$ cat src/rtl/dac_spi_pkg.sv
`default_nettype none
// +----------------------------------------------------------------------+
// | dac_spi_pkg : shared constants, FSM encoding and frame builder       |
// | Rev 1.0                                                              |
// +----------------------------------------------------------------------+
package dac_spi_pkg;

  localparam int FRAME_BITS = 24;
  localparam int DATA_BITS  = 16;
  localparam int CMD_BITS   = 8;

  typedef enum logic [2:0] {
    S_IDLE    = 3'd0,
    S_SHIFT_X = 3'd1,
    S_GAP_X   = 3'd2,
    S_SHIFT_Y = 3'd3,
    S_GAP_Y   = 3'd4,
    S_LDAC    = 3'd5
  } state_t;

  // Offset binary is two's complement with the sign bit flipped.
  function automatic logic [FRAME_BITS-1:0] build_frame(
    input logic [CMD_BITS-1:0]  cmd,
    input logic [DATA_BITS-1:0] sample,
    input logic                 offset_binary
  );
    return {cmd, sample[DATA_BITS-1] ^ offset_binary, sample[DATA_BITS-2:0]};
  endfunction

endpackage
`default_nettype wire

$ cat src/rtl/spi_frame_tx.sv
`default_nettype none
// +----------------------------------------------------------------------+
// | spi_frame_tx : one 24-bit SPI frame, MSB first, SCLK idles high      |
// | Rev 1.0                                                              |
// +----------------------------------------------------------------------+
module spi_frame_tx
  import dac_spi_pkg::*;
#(
  parameter int CLK_DIV = 2
) (
  input  logic                  clk,
  input  logic                  rst,
  input  logic                  i_start,
  input  logic [FRAME_BITS-1:0] i_frame,
  output logic                  o_sclk,
  output logic                  o_sdo,
  output logic                  o_sync_n,
  output logic                  o_done
);

  localparam int                 c_div_w    = (CLK_DIV > 1) ? $clog2(CLK_DIV) : 1;
  localparam logic [c_div_w-1:0] c_div_last = c_div_w'(CLK_DIV - 1);
  localparam logic [4:0]         c_bit_last = 5'(FRAME_BITS - 1);

  logic                  r_active;
  logic                  r_low;
  logic [c_div_w-1:0]    r_div;
  logic [4:0]            r_bit;
  logic [FRAME_BITS-1:0] r_shift;
  logic                  r_sclk;
  logic                  r_sdo;
  logic                  r_sync_n;
  logic                  w_tick;

  assign w_tick = r_active && (r_div == c_div_last);

  always_ff @(posedge clk) begin
    if (rst) begin
      r_active <= 1'b0;
      r_low    <= 1'b0;
      r_div    <= '0;
      r_bit    <= '0;
      r_shift  <= '0;
      r_sclk   <= 1'b1;
      r_sdo    <= 1'b0;
      r_sync_n <= 1'b1;
    end else if (i_start) begin
      // First bit is presented on the same edge that drops sync_n.
      r_active <= 1'b1;
      r_low    <= 1'b0;
      r_div    <= '0;
      r_bit    <= '0;
      r_shift  <= {i_frame[FRAME_BITS-2:0], 1'b0};
      r_sclk   <= 1'b1;
      r_sdo    <= i_frame[FRAME_BITS-1];
      r_sync_n <= 1'b0;
    end else if (r_active) begin
      if (w_tick) begin
        r_div <= '0;
        if (!r_low) begin
          r_low  <= 1'b1;
          r_sclk <= 1'b0;
        end else begin
          r_low  <= 1'b0;
          r_sclk <= 1'b1;
          if (r_bit == c_bit_last) begin
            r_active <= 1'b0;
            r_sync_n <= 1'b1;
            r_sdo    <= 1'b0;
          end else begin
            r_bit   <= r_bit + 5'd1;
            r_sdo   <= r_shift[FRAME_BITS-1];
            r_shift <= {r_shift[FRAME_BITS-2:0], 1'b0};
          end
        end
      end else begin
        r_div <= r_div + c_div_w'(1);
      end
    end
  end

  assign o_done   = w_tick && r_low && (r_bit == c_bit_last);
  assign o_sclk   = r_sclk;
  assign o_sdo    = r_sdo;
  assign o_sync_n = r_sync_n;

endmodule
`default_nettype wire

$ cat src/rtl/dac_spi_writer.sv
`default_nettype none
// +----------------------------------------------------------------------+
// | dac_spi_writer : dual-channel SPI DAC writer with pending buffer     |
// | Rev 1.0                                                              |
// +----------------------------------------------------------------------+
module dac_spi_writer
  import dac_spi_pkg::*;
#(
  parameter int                CLK_DIV        = 2,
  parameter int                CS_HIGH_CYCLES = 4,
  parameter int                LDAC_CYCLES    = 2,
  parameter logic [CMD_BITS-1:0] CMD_X        = 8'h18,
  parameter logic [CMD_BITS-1:0] CMD_Y        = 8'h19,
  parameter bit                OFFSET_BINARY  = 1'b1
) (
  input  logic                 clk,
  input  logic                 rst,
  input  logic [DATA_BITS-1:0] i_x_in,
  input  logic [DATA_BITS-1:0] i_y_in,
  input  logic                 i_in_valid,
  output logic                 o_sclk,
  output logic                 o_sync_n,
  output logic                 o_sdo,
  output logic                 o_ldac_n,
  output logic                 o_busy,
  output logic [15:0]          o_overrun_count
);

  localparam logic [15:0] c_gap_last  = 16'(CS_HIGH_CYCLES - 1);
  localparam logic [15:0] c_ldac_last = 16'(LDAC_CYCLES - 1);

  state_t                r_state;
  state_t                w_state_nxt;
  logic [15:0]           r_cnt;
  logic                  r_ldac_n;
  logic                  r_busy;
  logic                  r_pend_full;
  logic [DATA_BITS-1:0]  r_pend_x;
  logic [DATA_BITS-1:0]  r_pend_y;
  logic [DATA_BITS-1:0]  r_act_y;
  logic [15:0]           r_ovr;
  logic                  w_start;
  logic                  w_load;
  logic                  w_done;
  logic [FRAME_BITS-1:0] w_frame;

  always_comb begin
    w_state_nxt = r_state;
    w_start     = 1'b0;
    w_load      = 1'b0;
    w_frame     = build_frame(CMD_Y, r_act_y, OFFSET_BINARY);
    case (r_state)
      S_IDLE: begin
        // X is launched straight from the pending slot; Y is kept frozen in r_act_y.
        if (r_pend_full) begin
          w_state_nxt = S_SHIFT_X;
          w_start     = 1'b1;
          w_load      = 1'b1;
          w_frame     = build_frame(CMD_X, r_pend_x, OFFSET_BINARY);
        end
      end
      S_SHIFT_X: if (w_done) w_state_nxt = S_GAP_X;
      S_GAP_X: begin
        if (r_cnt == c_gap_last) begin
          w_state_nxt = S_SHIFT_Y;
          w_start     = 1'b1;
        end
      end
      S_SHIFT_Y: if (w_done) w_state_nxt = S_GAP_Y;
      S_GAP_Y:   if (r_cnt == c_gap_last) w_state_nxt = S_LDAC;
      S_LDAC:    if (r_cnt == c_ldac_last) w_state_nxt = S_IDLE;
      default:   w_state_nxt = S_IDLE;
    endcase
  end

  always_ff @(posedge clk) begin
    if (rst) begin
      r_state  <= S_IDLE;
      r_cnt    <= '0;
      r_ldac_n <= 1'b1;
      r_busy   <= 1'b0;
    end else begin
      r_state  <= w_state_nxt;
      r_cnt    <= (w_state_nxt != r_state) ? 16'd0 : r_cnt + 16'd1;
      r_ldac_n <= (w_state_nxt != S_LDAC);
      r_busy   <= (w_state_nxt != S_IDLE);
    end
  end

  always_ff @(posedge clk) begin
    if (rst) begin
      r_pend_full <= 1'b0;
      r_pend_x    <= '0;
      r_pend_y    <= '0;
      r_act_y     <= '0;
      r_ovr       <= '0;
    end else begin
      if (w_load) r_act_y <= r_pend_y;
      if (i_in_valid) begin
        r_pend_x    <= i_x_in;
        r_pend_y    <= i_y_in;
        r_pend_full <= 1'b1;
        if (r_pend_full && !w_load && (r_ovr != 16'hFFFF)) r_ovr <= r_ovr + 16'd1;
      end else if (w_load) begin
        r_pend_full <= 1'b0;
      end
    end
  end

  spi_frame_tx #(
    .CLK_DIV (CLK_DIV)
  ) u_tx (
    .clk      (clk),
    .rst      (rst),
    .i_start  (w_start),
    .i_frame  (w_frame),
    .o_sclk   (o_sclk),
    .o_sdo    (o_sdo),
    .o_sync_n (o_sync_n),
    .o_done   (w_done)
  );

  assign o_ldac_n        = r_ldac_n;
  assign o_busy          = r_busy;
  assign o_overrun_count = r_ovr;

endmodule
`default_nettype wire

$ cat config.mk
export PLATFORM = sky130hd
export DESIGN_NAME = dac_spi_writer
export DESIGN_NICKNAME = d
export VERILOG_FILES = /design/src/rtl/dac_spi_pkg.sv /design/src/rtl/spi_frame_tx.sv /design/src/rtl/dac_spi_writer.sv
export SDC_FILE = /design/constraint.sdc
export NUM_CORES = 1
export LEC_CHECK = 0
export CORE_ASPECT_RATIO = 1.4
export CORE_MARGIN = 4
export CORE_UTILIZATION = 35
export DETAILED_ROUTE_END_ITERATION = 10
export DONT_BUFFER_PORTS = 1
export PLACE_DENSITY = 0.56
export SLEW_MARGIN = 20
export SYNTH_ARGS = -nofsm -noshare
export SYNTH_HDL_FRONTEND = slang
export SYNTH_SLANG_ARGS = --single-unit
$ cat constraint.sdc
create_clock -name clk -period 1.8 [get_ports clk]
set_input_delay 0.36 -clock clk [delete_from_list [all_inputs] [get_ports clk]]
set_output_delay 0.36 -clock clk [all_outputs]
set_load 0.01 [all_outputs]
==> flow_summary.yaml <==
status:
  outcome: "finished, final reports clean"
finish:
  multi_input_area_mm2: 0.002756
  final_common_cell: "dfxtp_1"
  n_fill_cell: 1406
  final_cell_mix: "118 x dfxtp_1, 60 x nand2_1, 52 x nor2_1"
  syn_to_final_growth_pct: 23.90
  drive_gt1_share_pct: 20.64
  final_cell_count_no_fill: 814
  antennaDiodeCount: 0
  final_nets: 651
  fin_util_pct: 44.62
  final-seq-area_mm2: 0.002405
clock_tree:
  cts_tree: "done"
  clkLatencyLatePin_ns: 0.41
  cts_buffers: 17
  max-clock-path-buffers: 2
  root_buffer: "clkbuf_16"
  cts_max_level: 4
  cts_sinks: 120
  clkTransAtPathRegs_ns: 0.06
global_routing:
  grt_max_degree: 79
  antenna_found_initial: 0
  grt_pass1_vias: 4386
  grt_util_all_layers_pct: 15.46
  grt.overflow.total: 0
  grt_pass1_wl_mm: 21.69
routing:
  vias: 4324
  via_per_inst: 5.312
  firstDrtPassIters: 4
  wl_per_cell_um: 16.05
  wl_mm: 13.06
  drt-initial-drc-count: 232
  ant_nets: 0
  drc_errors: 0
setup_path:
  crit_path_end: "o_overrun_count[9]"
  critPathSlowestCell: "or4_1"
  startpoint: "o_overrun_count[1]"
  cpPeakStageDelay_ns: 0.48
  rrSetupSlack_ns: 0.04
  crit_path_end_kind: "flop"
  start_kind: "flop"
  cp.depth: 6
  cp.required_ns: 2.15
  crit_fanout: 13
  timing.critical_path.buf_inv: 1
  rr_endpoint: "o_overrun_count[9]"
  crit_type: "flop to flop"
  r2r_cells: 6
  arrival_ns: 2.11
  r2r-start: "o_overrun_count[1]"
  path_cells: "ha_2 -> and3_1 -> and4b_1 -> buf_12 -> or4_1 -> a21oi_1"
  critical-path-top-delay-family: "simple AND/OR/NAND/NOR gates"
yosys:
  synth_area_leaders: "dfxtp_1 46%, mux2i_1 8.7%, nand2_1 4.3%"
  syn_area_per_cell_um2: 9.122
  synth_cell_type_count: 58
  async_flop_share_pct: 0
  synth_seq_cells: 120
  netlist_instances: 578
  synthFlopType: "dfxtp_1"
  ys_warn_count: 0
  ys_seq_area_share_pct: 45.56
  synth_edf_count: 0
  synth_top_area_cell: "dfxtp_1"
  synth_area_mm2: 0.005273
  synth.net_count: 617
  yosysTopAreaCellShare_pct: 45.56
power:
  peakVddDrop_mv: 0.7663
  p_leak_nw: 2.476
  power.density_mw_per_mm2: 1043
  total_power_mw: 6.815
placed_design:
  gp_congestion: 0.8416
  place_inst: 778
  port-buffer-count: 0
  dp_hpwl_mm: 9.261
  pre_cts_slack_ns: 0.02329
sta:
  slew_viol_final: 0
  finalWorstSetupSlack_ns: 0.04229
  timing.slew.headroom_pct: 69.24
  period_share_pct: 97.65
  setup_viol: 0
  rsz0062_at_grt: "true"
  fin_skew_ns: 0.01240
  worst_pin_slew_ns: 0.4614
  timing.fmax_mhz: 568.9
  fin_crit_ns: 1.758
  hold_viol: 0
job:
  cap_violations: 0
floorplanning:
  core_mm2: 0.01464
  die_y_um: 153.2
  rows: 52
  die-area_mm2: 0.01712
  initial_core_util_pct: 36.02
  die_w_um: 111.7
  ioPinCount: 56
worst_hold_path:
  hp-class: "input port to flop"
where the power goes:
group | internal [mW] | total, mW | switching, mW
combinational | 0.153 | 0.324 | 0.171
sequential | 2.76 | 2.83 | 0.0683
clock | 2.40 | 3.66 | 1.26
total | 5.32 | 6.81 | 1.50
worst min path at each step:
stage	depth (start not counted)	from	slack, ns	to
6_report	1	rst	0.02	o_overrun_count[7]
2_1_floorplan	1	r_act_y[15]	0.42	u_tx.r_shift[16]
5_1_grt	1	rst	0.003	o_overrun_count[7]
3_3_place_gp	1	rst	0.44	o_overrun_count[1]
3_5_place_dp	1	rst	0.44	o_overrun_count[10]
4_1_cts	1	rst	0.001	o_overrun_count[11]
what timing repair did:
item | CTS | global route
pin swaps | 0 | 5
buffers inserted | 0 | 1
setup endpoints to repair | 3 | 42
endpoints found under the hold margin | 0 | 3
cloned | 0 | 1
resized for setup | 2 | 22
hold buffers | 0 | 2
kinds of logic (layout without fill, tap and decap cells):
kind of cell	Yosys count	after routing	share of synthesized area, %
mux	52	52	10.01
simple gates	228	228	22.76
xor+xnor	19	19	3.156
flops	120	120	45.56
buf+inv	50	96	4.580
fa+ha+maj	4	4	0.9493
compound gates	105	106	12.98
area by class of cell:
class	count	share of cell area, %
flip-flops and latches	120	36.81
multi-input cells	409	42.19
well taps	189	3.620
clock buffers	19	6.934
inverters	10	0.5746
repair buffers	54	6.914
clock inverters	13	2.950
registers in the layout, indices dropped and copies added (netlist names), 3 cells and up:
| name | count |
|---|---|
| r_act_y | 16 |
| r_pend_x | 16 |
| r_pend_y | 16 |
| u_tx.r_bit | 5 |
| o_overrun_count | 16 |
| u_tx.r_shift | 23 |
| r_cnt | 16 |
| r_state | 3 |
synth_stat cells, drive strengths merged, types with 3 or more instances:
| cell | instances |
|---|---|
| ha | 4 |
| nor2b | 3 |
| a211oi | 18 |
| and4 | 5 |
| a21oi | 40 |
| o21ai | 20 |
| nor2 | 54 |
| or4 | 8 |
| mux2i | 46 |
| nor4bb | 3 |
| nor3 | 39 |
| nand3 | 14 |
| inv | 10 |
| nand4 | 14 |
| xor2 | 6 |
| mux2 | 6 |
| or3 | 3 |
| dfxtp | 120 |
| buf | 23 |
| nand2 | 61 |
| clkbuf | 17 |
| o31ai | 9 |
| and2 | 3 |
| nor4 | 10 |
| xnor2 | 13 |
stage by stage:
stage	TNS, ns	cell area (um^2)	hold WS (ns)
3_3_place_gp	0	5746	0.4364
2_1_floorplan	-0.002577	5290	0.4213
3_5_place_dp	0	5746	0.4411
6_report	0	6533	0.01814
4_1_cts	0	6404	0.001294
5_1_grt	-0.04649	6533	0.002655
metal layers:
metal | vias to the layer above | wire [um] | global-route usage [%]
met1 | 2078 | 5012 | 15.82
met4 | 0 | 210 | 4.638
li1 | 2157 | - | -
met5 | - | 0 | 0
met2 | 75 | 7333 | 29.70
met3 | 14 | 506 | 4.668
Note: power is estimated with default switching activity, not from simulation.
